`src/rtl/mastermind_scoreboard.sv`:
```
// Mastermind scoreboard: logs each scored round into a history buffer and tracks
// the round count and the game outcome. It also provides a registered read port for display.
module mastermind_scoreboard #(
  parameter int MAX_GUESSES = 8,
  parameter int IDX_W       = 3
) (
  input  logic             clk,
  input  logic             reset,
  input  logic             new_game,
  input  logic             result_valid,
  input  logic [2:0]       red_in,
  input  logic [2:0]       white_in,
  input  logic [11:0]      guess_in,
  input  logic             rd_en,
  input  logic [IDX_W-1:0] rd_idx,
  output logic             rd_valid,
  output logic [11:0]      rd_guess,
  output logic [2:0]       rd_red,
  output logic [2:0]       rd_white,
  output logic [3:0]       guess_count,
  output logic [1:0]       game_state,
  output logic             win,
  output logic             lose,
  output logic             fb_error
);

  localparam int         DEPTH   = 1 << IDX_W;
  localparam logic [3:0] MAX_CNT = 4'(MAX_GUESSES);

  typedef enum logic [1:0] {
    ST_PLAYING = 2'b00,
    ST_WON     = 2'b01,
    ST_LOST    = 2'b10
  } state_t;

  state_t      state_r, next_state_s;
  logic [3:0]  count_r, count_inc_s;
  logic        store_s, err_s, fb_error_r;
  logic        win_r, lose_r;
  logic [17:0] hist_r [DEPTH];
  logic        rd_valid_r;
  logic [17:0] rd_data_r;
  logic        rd_hit_s;

  // Feedback is illegal if either count exceeds 4 or their sum does (at 4-bit width).
  function automatic logic fb_illegal(input logic [2:0] red, input logic [2:0] white);
    logic [3:0] sum;
    sum = {1'b0, red} + {1'b0, white};
    return (red > 3'd4) || (white > 3'd4) || (sum > 4'd4);
  endfunction

  // Next-state, round-accept and error decode.
  always_comb begin
    next_state_s = state_r;
    store_s      = 1'b0;
    err_s        = 1'b0;
    count_inc_s  = count_r + 4'd1;
    if (new_game) begin
      next_state_s = ST_PLAYING;
    end else begin
      case (state_r)
        ST_PLAYING: begin
          if (result_valid) begin
            if (fb_illegal(red_in, white_in)) begin
              err_s = 1'b1;
            end else begin
              store_s = 1'b1;
              // A win on the final round beats running out of guesses.
              if (red_in == 3'd4) begin
                next_state_s = ST_WON;
              end else if (count_inc_s == MAX_CNT) begin
                next_state_s = ST_LOST;
              end else begin
                next_state_s = ST_PLAYING;
              end
            end
          end else begin
            next_state_s = ST_PLAYING;
          end
        end
        ST_WON:  next_state_s = ST_WON;
        ST_LOST: next_state_s = ST_LOST;
        default: next_state_s = ST_PLAYING;
      endcase
    end
  end

  // Outcome state register with win/lose flags aligned to it.
  always_ff @(posedge clk) begin
    if (reset) begin
      state_r <= ST_PLAYING;
      win_r   <= 1'b0;
      lose_r  <= 1'b0;
    end else begin
      state_r <= next_state_s;
      win_r   <= (next_state_s == ST_WON);
      lose_r  <= (next_state_s == ST_LOST);
    end
  end

  // History buffer, round counter and sticky feedback-error flag.
  always_ff @(posedge clk) begin
    if (reset || new_game) begin
      count_r    <= 4'd0;
      fb_error_r <= 1'b0;
      for (int i = 0; i < DEPTH; i++) begin
        hist_r[i] <= 18'd0;
      end
    end else begin
      if (store_s) begin
        hist_r[count_r[IDX_W-1:0]] <= {guess_in, red_in, white_in};
        count_r                    <= count_inc_s;
      end
      if (err_s) begin
        fb_error_r <= 1'b1;
      end
    end
  end

  assign rd_hit_s = (4'(rd_idx) < count_r);

  // Read port: one-cycle latency, zeros for entries not yet logged this game.
  always_ff @(posedge clk) begin
    if (reset || new_game) begin
      rd_valid_r <= 1'b0;
      rd_data_r  <= 18'd0;
    end else if (rd_en) begin
      rd_valid_r <= 1'b1;
      rd_data_r  <= rd_hit_s ? hist_r[rd_idx] : 18'd0;
    end else begin
      rd_valid_r <= 1'b0;
    end
  end

  assign rd_valid    = rd_valid_r;
  assign rd_guess    = rd_data_r[17:6];
  assign rd_red      = rd_data_r[5:3];
  assign rd_white    = rd_data_r[2:0];
  assign guess_count = count_r;
  assign game_state  = state_r;
  assign win         = win_r;
  assign lose        = lose_r;
  assign fb_error    = fb_error_r;

endmodule

```
`config.mk`:
```
export PLATFORM = sky130hd
export DESIGN_NAME = mastermind_scoreboard
export DESIGN_NICKNAME = d
export VERILOG_FILES = /design/src/rtl/mastermind_scoreboard.sv
export SDC_FILE = /design/constraint.sdc
export NUM_CORES = 1
export LEC_CHECK = 0
export CORE_ASPECT_RATIO = 0.8
export CORE_UTILIZATION = 45
export CTS_BUF_LIST = sky130_fd_sc_hd__clkbuf_4 sky130_fd_sc_hd__clkbuf_8
export DETAILED_ROUTE_END_ITERATION = 6
export GPL_TIMING_DRIVEN = 0
export PLACE_DENSITY = 0.61
export RECOVER_POWER = 50
export SETUP_SLACK_MARGIN = 0.5
export SLEW_MARGIN = 20
export SYNTH_ARGS = -nofsm -noshare
export SYNTH_HDL_FRONTEND = slang
export SYNTH_SLANG_ARGS = --single-unit
export TNS_END_PERCENT = 5
```
`constraint.sdc`:
```
create_clock -name clk -period 11.68 [get_ports clk]
set_input_delay 1.168 -clock clk [delete_from_list [all_inputs] [get_ports clk]]
set_output_delay 1.168 -clock clk [all_outputs]
set_load 0.1 [all_outputs]
```
==> results.sh <==
export IMPL_post_cts_setup_buffers=0
export IMPL_drc_errors=0
export IMPL_violations="max-capacitance violations, max-slew violations"
export IMPL_holdWs_ns=0.4567
export IMPL_synth_edff_count=144
export IMPL_dp_hpwl_mm=11.82
export IMPL_yosysWarnings=0
export IMPL_finalSetupTns_ns=0
export IMPL_synth_cells=509
export IMPL_wirelength_mm=17.35
export IMPL_rsz0062_at_grt="false"
export IMPL_critPathSlowestCell="nor4_1"
export IMPL_syn_cell_area_sq_um=7810
export IMPL_core_area_sq_um=16760
export IMPL_clkTransAtPathRegs_ns=0.09
export IMPL_grt_overflow=0
export IMPL_hp_class="reg2reg"
export IMPL_path_cells="dlygate4sd3_1 > ha_1 > fa_1 > xnor2_1 > o2111ai_1 > nor4_1 > nand2b_1"
export IMPL_total_leakage_power_nw=3.363
export IMPL_fmax_mhz=177.1
export IMPL_rows=42
export IMPL_crit_path_max_fanout=18
export IMPL_final_cell_mix="edfxtp_1 (144), and2_0 (69), and2_1 (65)"
export IMPL_grt_max_degree=19
export IMPL_fp_dieW_um=149.3
export IMPL_finalSetupViolations=0
export IMPL_start_util_pct=46.59
export IMPL_die_area_sq_um=17890
export IMPL_drt_initial_drc_count=407
export IMPL_ir_worst_vdd_v=0.00006680
export IMPL_synth_area_leaders="edfxtp_1 (55%), and2_1 (11%), mux4_2 (10%)"
export IMPL_final_core_util_pct=53.32
export IMPL_max_slew_margin_pct=-16.18
export IMPL_routabilityCongestion=0.8007
export IMPL_ys_types=47
export IMPL_ios=54
export IMPL_diodes=0
export IMPL_drive_gt1_share_pct=16.28
export IMPL_yosys_register_bits=172
export IMPL_slew_viol_final=77
export IMPL_wl_per_cell_um=21.26
export IMPL_grt_pass1_vias=4386
export IMPL_synth_nets=543
export IMPL_dr_total_vias=4478
export IMPL_viasPerCell=5.488
export IMPL_async_flop_share_pct=0
export IMPL_cts_root_buf="clkbuf_8"
export IMPL_portBuffers=52
export IMPL_drv_cap=8
export IMPL_postRouteAntennaNets=0
export IMPL_critPathLaunchType="input port"
export IMPL_power_density_nw_per_um2=143.4
export IMPL_worst_pin_slew_ns=1.727
export IMPL_path_class="in2reg"
export IMPL_slowest_delay_ns=1.49
export IMPL_cts_tree="yes"
export IMPL_cp_data_arrival_time_ns=5.74
export IMPL_final_common_cell="edfxtp_1"
export IMPL_cts_buffer_depth=2
export IMPL_firstDrtPassIters=5
export IMPL_numCtsBuffers=17
export IMPL_die_h_um=119.8
export IMPL_skew_ns=0.01305
export IMPL_yosysTopAreaCellShare_pct=55.37
export IMPL_outcome="finished, violations left"
export IMPL_ctsHoldBuffers=0
export IMPL_endpoint_kind="flop"
export IMPL_antenna_found_initial=0
export IMPL_path_buf_inv=1
export IMPL_area_growth_syn_to_layout_pct=14.45
export IMPL_numClockSinks=172
export IMPL_crit_family="simple AND/OR/NAND/NOR gates"
export IMPL_synth_largest_area_cell="edfxtp_1"
export IMPL_htreeDepth=4
export IMPL_ys_seq_area_share_pct=62.54
export IMPL_num_nets_final=617
export IMPL_synthFlopType="edfxtp_1"
export IMPL_period_needed_ns=5.645
export IMPL_grt_pass1_wl_mm=26.17
export IMPL_ctsResizeCount=0
export IMPL_synth_avg_cell_area_sq_um=15.34
export IMPL_insertion_delay_ns=0.47
export IMPL_grt_usage_pct=20.89
export IMPL_hold_viol_final=0
export IMPL_min_period_over_period_pct=48.33
export IMPL_worstPathRequired_ns=11.77
[kinds of logic after synthesis]
family                     share of synthesized area [%]
muxes                                              12.69
adders and majority gates                          1.378
DFF                                                62.54
buffers and inverters                              1.906
and+or+nand+nor                                    17.49
AOI/OAI and AO/OA                                  3.653
xor gates and xnor gates                          0.3365
[registers in the layout, indices dropped and copies added (netlist names)]
name         count
hist_r         144
rd_data_r       18
guess_count      4
game_state       2
fb_error         1
lose             1
rd_valid         1
win              1
[stage by stage]
step / cells / power [W] / area, sq um / setup WS (ns)
5_1_grt: 816 / 0.001319 / 8939 / 5.696
3_5_place_dp: 784 / 0.0008039 / 8631 / 6.343
2_1_floorplan: 509 / 0.0007622 / 7810 / 6.848
4_1_cts: 816 / 0.001292 / 9109 / 6.846
3_3_place_gp: 781 / 0.0008011 / 8606 / 4.231
6_report: 816 / 0.001282 / 8939 / 6.035
[final cells by class]
cell class | instances | area, sq um
clock buffer | 17 | 234.0
buffer | 23 | 107.6
clock inverter | 15 | 244.0
sequential | 172 | 4885
inverter | 3 | 11.26
multi-input combinational | 311 | 2644
tap | 220 | 275.3
timing repair buffer | 55 | 538.0
fill | 1371 | 7825
[final timing paths]
path / depth (start not counted) / endpoint / slack (ns) / startpoint
max: 7 / hist_r[2][11] / 6.03 / red_in[0]
min: 2 / rd_data_r[0] / 0.46 / rd_data_r[0]
max reg2reg: 4 / hist_r[2][11] / 7.76 / game_state[0]
min reg2reg: 2 / rd_data_r[0] / 0.46 / rd_data_r[0]
[cells in the mapped netlist (all sizes together), types with 2 or more instances]
cell type  instances
nor3               3
nand2             21
or2                3
o21a               2
a21oi              7
clkbuf             6
nor2               4
inv                3
ha                 7
nor4               8
nand4              2
edfxtp           144
nand2b            10
mux4              36
dfxtp             28
buf               17
nand3              2
and2             145
o21ai             21
xnor2              2
o31ai              2
mux2i             18
[report_power, final]
group | switching [W] | internal (W)
Clock | 0.000221 | 0.000276
Sequential | 0.00000611 | 0.000684
Combinational | 0.0000585 | 0.0000360
Total | 0.000286 | 0.000996
[per-layer routing]
layer	track usage, %	up-vias	part of all wire [%]
li1	-	2042	-
met3	4.335	15	5.8
met1	31.56	2286	48
met2	30.29	135	45
met5	0	-	0
met4	6.186	0	0.88
[worst register-to-register path, cell delays in order, from the launching register on]
cell and delay, ns:
dfxtp_1 0.38, nor4b_4 0.32, o2111ai_1 0.41, nor4_1 1.49, nand2b_1 0.93
No activity file was read; power rests on OpenSTA's default activity.
